**config.mk**
```make
export PLATFORM = sky130hd
export DESIGN_NAME = interp_fir_flat
export DESIGN_NICKNAME = d
export VERILOG_FILES = /design/src/rtl/interp_fir_if.sv /design/src/rtl/interp_fir.sv /design/src/flat_wrapper.sv
export SDC_FILE = /design/constraint.sdc
export NUM_CORES = 2
export LEC_CHECK = 0
export CORE_MARGIN = 8
export CORE_UTILIZATION = 64
export CTS_CLUSTER_DIAMETER = 150
export DETAILED_ROUTE_END_ITERATION = 10
export HOLD_SLACK_MARGIN = 0.05
export MAX_ROUTING_LAYER = met4
export PLACE_DENSITY = 0.81
export SLEW_MARGIN = 30
export SYNTH_ARGS = -nofsm -noshare
export SYNTH_HDL_FRONTEND = slang
export SYNTH_SLANG_ARGS = --single-unit
```
**constraint.sdc**
```tcl
create_clock -name clk -period 10.5 [get_ports clk]
set_input_delay 1.05 -clock clk [delete_from_list [all_inputs] [get_ports clk]]
set_output_delay 1.05 -clock clk [all_outputs]
set_load 0.005 [all_outputs]
```
**src/rtl/interp_fir_if.sv**
```systemverilog
// Sample-stream and coefficient-write bundle for interp_fir.
// master = upstream/control side, slave = the filter.
interface interp_fir_if #(
    parameter int unsigned G_DWIDTH   = 24,
    parameter int unsigned G_CWIDTH   = 18,
    parameter int unsigned G_NUM_TAPS = 32
) ();
    localparam int unsigned AddrW = $clog2(G_NUM_TAPS);

    logic                       coef_wr_en;
    logic [AddrW-1:0]           coef_wr_addr;
    logic signed [G_CWIDTH-1:0] coef_wr_data;
    logic signed [G_DWIDTH-1:0] din;
    logic                       din_valid;
    logic                       din_ready;
    logic signed [G_DWIDTH-1:0] dout;
    logic                       dout_valid;
    logic                       dout_ready;

    modport master (
        output coef_wr_en, coef_wr_addr, coef_wr_data, din, din_valid, dout_ready,
        input  din_ready, dout, dout_valid
    );

    modport slave (
        input  coef_wr_en, coef_wr_addr, coef_wr_data, din, din_valid, dout_ready,
        output din_ready, dout, dout_valid
    );
endinterface

```
**src/rtl/interp_fir.sv**
```systemverilog
// Time-multiplexed single-multiplier FIR for the interpolator image-reject stage.
// Define INTERP_FIR_SATURATE_EN to clip the output; otherwise the output wraps.
module interp_fir #(
    parameter int unsigned G_DWIDTH     = 24,
    parameter int unsigned G_CWIDTH     = 18,
    parameter int unsigned G_NUM_TAPS   = 32,
    parameter int unsigned G_GAIN_SHIFT = 17
) (
    input logic          clk,
    input logic          reset_n,
    input logic          enable,
    interp_fir_if.slave  io_bus
);
    localparam int unsigned KW   = $clog2(G_NUM_TAPS);
    localparam int unsigned PW   = G_DWIDTH + G_CWIDTH;
    localparam int unsigned AccW = PW + KW;
    localparam logic [KW-1:0] KLast = KW'(G_NUM_TAPS - 1);

    typedef enum logic [1:0] {SmIdle, SmMac, SmOut} state_e;

    state_e                     r_state;
    state_e                     w_state_next;
    logic signed [G_DWIDTH-1:0] r_delay [G_NUM_TAPS];
    logic signed [G_CWIDTH-1:0] r_coef  [G_NUM_TAPS];
    logic signed [AccW-1:0]     r_acc;
    logic [KW-1:0]              r_k;
    logic signed [G_DWIDTH-1:0] r_dout;

    logic                       w_accept;
    logic                       w_mac_last;
    logic                       w_coef_we;
    logic signed [PW-1:0]       w_prod;
    logic signed [AccW-1:0]     w_acc_sum;
    logic signed [AccW-1:0]     w_shifted;
    logic signed [G_DWIDTH-1:0] w_dout_next;

    assign w_accept   = (r_state == SmIdle) && enable && io_bus.din_valid;
    assign w_mac_last = (r_state == SmMac) && (r_k == KLast);
    assign w_coef_we  = enable && io_bus.coef_wr_en &&
                        (32'(io_bus.coef_wr_addr) < G_NUM_TAPS);

    assign w_prod    = PW'(r_delay[r_k]) * PW'(r_coef[r_k]);
    assign w_acc_sum = r_acc + AccW'(w_prod);
    assign w_shifted = w_acc_sum >>> G_GAIN_SHIFT;

`ifdef INTERP_FIR_SATURATE_EN
    localparam logic signed [AccW-1:0] SatMax =
        {{(AccW - G_DWIDTH + 1){1'b0}}, {(G_DWIDTH - 1){1'b1}}};
    localparam logic signed [AccW-1:0] SatMin =
        {{(AccW - G_DWIDTH + 1){1'b1}}, {(G_DWIDTH - 1){1'b0}}};

    always_comb begin
        if (w_shifted > SatMax) begin
            w_dout_next = G_DWIDTH'(SatMax);
        end else if (w_shifted < SatMin) begin
            w_dout_next = G_DWIDTH'(SatMin);
        end else begin
            w_dout_next = G_DWIDTH'(w_shifted);
        end
    end
`else
    assign w_dout_next = G_DWIDTH'(w_shifted);
`endif

    always_ff @(posedge clk or negedge reset_n) begin
        if (!reset_n) begin
            r_state <= SmIdle;
        end else begin
            r_state <= w_state_next;
        end
    end

    always_comb begin
        w_state_next = r_state;
        if (!enable) begin
            w_state_next = SmIdle;
        end else begin
            unique case (r_state)
                SmIdle:  if (io_bus.din_valid) w_state_next = SmMac;
                SmMac:   if (r_k == KLast) w_state_next = SmOut;
                SmOut:   if (io_bus.dout_ready) w_state_next = SmIdle;
                default: w_state_next = SmIdle;
            endcase
        end
    end

    // reset_n gates din_ready so it is low for the whole time reset is asserted.
    always_comb begin
        io_bus.din_ready  = 1'b0;
        io_bus.dout_valid = 1'b0;
        unique case (r_state)
            SmIdle:  io_bus.din_ready = enable && reset_n;
            SmOut:   io_bus.dout_valid = enable;
            default: ;
        endcase
    end

    assign io_bus.dout = r_dout;

    always_ff @(posedge clk or negedge reset_n) begin
        if (!reset_n) begin
            for (int i = 0; i < G_NUM_TAPS; i++) begin
                r_delay[i] <= '0;
                r_coef[i]  <= '0;
            end
            r_acc  <= '0;
            r_k    <= '0;
            r_dout <= '0;
        end else if (!enable) begin
            for (int i = 0; i < G_NUM_TAPS; i++) begin
                r_delay[i] <= '0;
            end
            r_acc  <= '0;
            r_k    <= '0;
            r_dout <= '0;
        end else begin
            // A MAC reading the tap being written this edge still sees the old value.
            if (w_coef_we) begin
                r_coef[io_bus.coef_wr_addr] <= io_bus.coef_wr_data;
            end
            if (w_accept) begin
                for (int i = G_NUM_TAPS - 1; i > 0; i--) begin
                    r_delay[i] <= r_delay[i-1];
                end
                r_delay[0] <= io_bus.din;
                r_acc      <= '0;
                r_k        <= '0;
            end else if (r_state == SmMac) begin
                r_acc <= w_acc_sum;
                r_k   <= r_k + 1'b1;
                if (w_mac_last) begin
                    r_dout <= w_dout_next;
                end
            end
        end
    end
endmodule

```
**src/flat_wrapper.sv**
```systemverilog
// flat-port wrapper written by rule: the top's interface ports become plain ports
module interp_fir_flat 
#(
    parameter int unsigned G_DWIDTH     = 24,
    parameter int unsigned G_CWIDTH     = 18,
    parameter int unsigned G_NUM_TAPS   = 32,
    parameter int unsigned G_GAIN_SHIFT = 17
)
  (clk, reset_n, enable, io_bus_coef_wr_en, io_bus_coef_wr_addr, io_bus_coef_wr_data, io_bus_din, io_bus_din_valid, io_bus_dout_ready, io_bus_din_ready, io_bus_dout, io_bus_dout_valid);
  interp_fir_if #(.G_DWIDTH(G_DWIDTH), .G_CWIDTH(G_CWIDTH), .G_NUM_TAPS(G_NUM_TAPS)) io_bus_i ();
  input logic clk;
  input logic reset_n;
  input logic enable;
  input wire logic [$bits(io_bus_i.coef_wr_en)-1:0] io_bus_coef_wr_en;
  input wire logic [$bits(io_bus_i.coef_wr_addr)-1:0] io_bus_coef_wr_addr;
  input wire logic [$bits(io_bus_i.coef_wr_data)-1:0] io_bus_coef_wr_data;
  input wire logic [$bits(io_bus_i.din)-1:0] io_bus_din;
  input wire logic [$bits(io_bus_i.din_valid)-1:0] io_bus_din_valid;
  input wire logic [$bits(io_bus_i.dout_ready)-1:0] io_bus_dout_ready;
  output wire logic [$bits(io_bus_i.din_ready)-1:0] io_bus_din_ready;
  output wire logic [$bits(io_bus_i.dout)-1:0] io_bus_dout;
  output wire logic [$bits(io_bus_i.dout_valid)-1:0] io_bus_dout_valid;
  assign io_bus_i.coef_wr_en = io_bus_coef_wr_en;
  assign io_bus_i.coef_wr_addr = io_bus_coef_wr_addr;
  assign io_bus_i.coef_wr_data = io_bus_coef_wr_data;
  assign io_bus_i.din = io_bus_din;
  assign io_bus_i.din_valid = io_bus_din_valid;
  assign io_bus_i.dout_ready = io_bus_dout_ready;
  assign io_bus_din_ready = io_bus_i.din_ready;
  assign io_bus_dout = io_bus_i.dout;
  assign io_bus_dout_valid = io_bus_i.dout_valid;
  interp_fir #(.G_DWIDTH(G_DWIDTH), .G_CWIDTH(G_CWIDTH), .G_NUM_TAPS(G_NUM_TAPS), .G_GAIN_SHIFT(G_GAIN_SHIFT)) u_core (.clk(clk), .reset_n(reset_n), .enable(enable), .io_bus(io_bus_i));
endmodule
```
==> results.yml <==
worst_setup_path:
  critPathMaxFanout: 32
  crit_slowest_cell: "dfrtp_4"
  reg2reg_setup_slack_ps: 1000
  crit_path_cell_trace: "buf_12 -> buf_4 -> mux4_2 -> mux4_2 -> mux2_2 -> nand2_1 -> fa_1 -> fa_1 -> inv_1 -> fa_1 -> fa_1 -> fa_1 -> fa_1 -> ha_1 -> ha_1 -> a21o_1 -> a21o_1 -> a221o_1 -> or3_1 -> o21ai_1 -> o21bai_1 -> a21oi_1 -> xnor2_1 -> a22o_1"
  cp_data_arrival_time_ps: 10190
  cp-end-kind: "flop"
  cp_common_cell: "fa_1"
  cp_slowest_stage_delay_ps: 580
  worstPathRequired_ps: 11180
  critical_path_class: "reg2reg"
  startpoint_type: "flop"
floorplan:
  coreArea_um2: 125000
  rows: 130
  dieArea_um2: 138000
  fp.dieH_um: 371
  ioPinCount: 79
  dieWidth_um: 371
  start_util: 0.644
grt:
  grt_pass1_vias: 57100
  grt.total_usage: 0.303
  overflow: 0
  grt_pass1_wl_mm: 320
  grt_max_degree: 239
  grt_antenna_before_repair: 6
timing:
  finalSetupViolCount: 0
  slew_violations: 0
  finalClockSkew_ps: 46.8
  hold_viol: 0
  min_period_ps: 9500
  slew_headroom: 0.287
  setup_tns_ps: 0
  rsz0062_at_grt: "false"
  fin_crit_sh: 0.905
  max_freq_mhz: 105
  worst_pin_slew_ps: 1070
clocking:
  clkTransAtPathRegs_ps: 60
  clockBufferDepth: 3
  postCtsSetupBuffers: 0
  cts_buffers: 147
  ctsResizeCount: 0
  root_buffer: "clkbuf_16"
  htree_levels: 4
  cts_tree: "built"
  clock_sink_count: 1416
  hold_buffers: 0
  clock_latency_ps: 800
drt:
  ant_nets: 0
  drc_errors: 0
  viasPerCell: 6.27
  via_count: 55200
  drtIter0Drc: 6093
  firstDrtPassIters: 6
  routedWlPerCell_um: 22.7
  drt_wl_total_mm: 200
power:
  ir_worst_vdd_v: 0.000185
  leakagePower_nw: 43.4
  total_power_mw: 14.4
  p_per_area_nw_per_um2: 164
worst_hold_path:
  hold_path_class: "in2async"
outcome:
  status: "complete, no violations"
logic_synthesis:
  syn_inst: 7246
  async_flop_share: 1.00
  yosysWarnings: 0
  syn_nets: 7879
  synth_top_flop_cell: "dfrtp_1"
  ys_ff_latch: 1416
  postSynthAreaPerCell_um2: 11.1
  syn_area_um2: 80800
  ys_seq_area_frac: 0.439
  ys_types: 63
  synth-edff-count: 0
final_layout:
  layout_commonest_cell: "nand2_1"
  mostFrequentLayoutCells: "nand2_1 (1875), dfrtp_1 (1411), nand3_1 (767)"
  syn2layout_area_growth_pct: 8.38
  drive_gt1_frac: 0.196
  nets: 7672
job:
  maxCapViolations: 0
place:
  place_congestion: 0.940
  dp_hpwl_mm: 124
  port_buffers: 78
## through the flow
| stage | util | hold WS, ps | worst slack, ps | instances | area [um^2] |
|---|---|---|---|---|---|
| floorplan | - | 449 | 1950 | 7246 | 80800 |
| global placement | 0.658 | 463 | 1260 | 8530 | 82500 |
| detailed placement | 0.659 | 473 | 1050 | 8531 | 82600 |
| CTS | 0.697 | 218 | 988 | 8786 | 87400 |
| global route | 0.698 | 234 | 562 | 8799 | 87600 |
| finish | 0.698 | 181 | 996 | 8800 | 87600 |
## cells in the mapped netlist, types with 3 or more instances
cell / instances / area (um^2)
buf_2: 64 / 320
and3_1: 5 / 31.3
clkbuf_1: 386 / 1450
and2_1: 24 / 150
a22o_1: 25 / 219
o21ai_0: 19 / 95.1
or2_2: 4 / 25.0
or2_1: 4 / 25.0
xnor2_1: 37 / 324
mux4_2: 416 / 9370
a32o_1: 4 / 40.0
nor3_1: 8 / 40.0
a221o_1: 3 / 30.0
nor2_1: 98 / 368
dfrtp_1: 1416 / 35400
nand4_1: 6 / 37.5
a21o_1: 22 / 165
a211oi_1: 5 / 37.5
or3_1: 4 / 25.0
nor3b_1: 5 / 37.5
nand3b_1: 3 / 22.5
a21oi_1: 68 / 340
mux2i_1: 16 / 160
nor2b_1: 100 / 626
xor2_1: 13 / 114
nand2b_1: 11 / 68.8
o22ai_1: 7 / 43.8
inv_1: 520 / 1950
buf_4: 6 / 45.0
buf_6: 20 / 225
ha_1: 123 / 1540
nand2_1: 1881 / 7060
fa_1: 457 / 9150
nand3_1: 767 / 3840
buf_1: 51 / 191
o21ai_1: 6 / 30.0
o21bai_1: 4 / 30.0
mux2_2: 609 / 6860
## path summary, 6_finish.rpt
path,start,cells after the start,to
max in group asynchronous,reset_n,4,u_core.r_delay[20]
worst min-delay path,reset_n,1,u_core.r_delay[695]
worst max-delay path,u_core.r_k[0],24,u_core.r_acc[38]
min in group clk,u_core.r_delay[217],2,u_core.r_delay[193]
worst min register to register,u_core.r_delay[217],2,u_core.r_delay[193]
worst max register to register,u_core.r_k[0],24,u_core.r_acc[38]
## per-layer routing
metal,track usage,up-vias,routed length (um)
met3,0.0634,445,16900
met4,0.0995,0,6110
met5,-,-,0
met1,0.417,28600,80900
li1,-,23700,-
met2,0.457,2510,95800
## where the power goes
| part | switching, mW | internal, mW | total, mW |
|---|---|---|---|
| registers | 0.227 | 5.80 | 6.03 |
| clock network | 2.19 | 3.02 | 5.21 |
| logic | 1.83 | 1.29 | 3.12 |
| total | 4.26 | 10.1 | 14.4 |
## registers in the layout, summed over array words and instances (netlist names)
| signal | cells |
|---|---|
| u_core.io_bus.dout | 24 |
| u_core.r_coef | 576 |
| u_core.r_state | 2 |
| u_core.r_acc | 41 |
| u_core.r_k | 5 |
| u_core.r_delay | 768 |
## layout make-up
class                           count  area, um^2
Tap cell                         1650        2060
Clock inverter                     32         452
Fill cell                        8258       37800
Multi-Input combinational cell   4781       41400
Inverter                          522        1960
Sequential cell                  1416       35500
Timing Repair Buffer              171        1910
Antenna cell                        5        12.5
Clock buffer                      223        4330
## logic make-up (layout without fill, tap and decap cells)
group / Yosys count / after routing / share of synthesized area
AOI/OAI and AO/OA: 183 / 183 / 0.0153
muxes: 1043 / 1043 / 0.203
buffers and inverters: 1049 / 948 / 0.0519
and+or+nand+nor: 2925 / 2925 / 0.153
adders and majority gates: 580 / 580 / 0.132
DFF: 1416 / 1416 / 0.439
other: 0 / 5 / 0
xor gates and xnor gates: 50 / 50 / 0.00542
## worst max-delay path, delay by kind of cell (launching register included)
kind,cells,cell delay (ps)
mux,3,1600
simple gates,2,580
xor+xnor,1,100
fa+ha+maj,8,3690
flops,1,580
buf+inv,3,1200
compound gates,7,1530
Power figures use the tool's default switching activity.
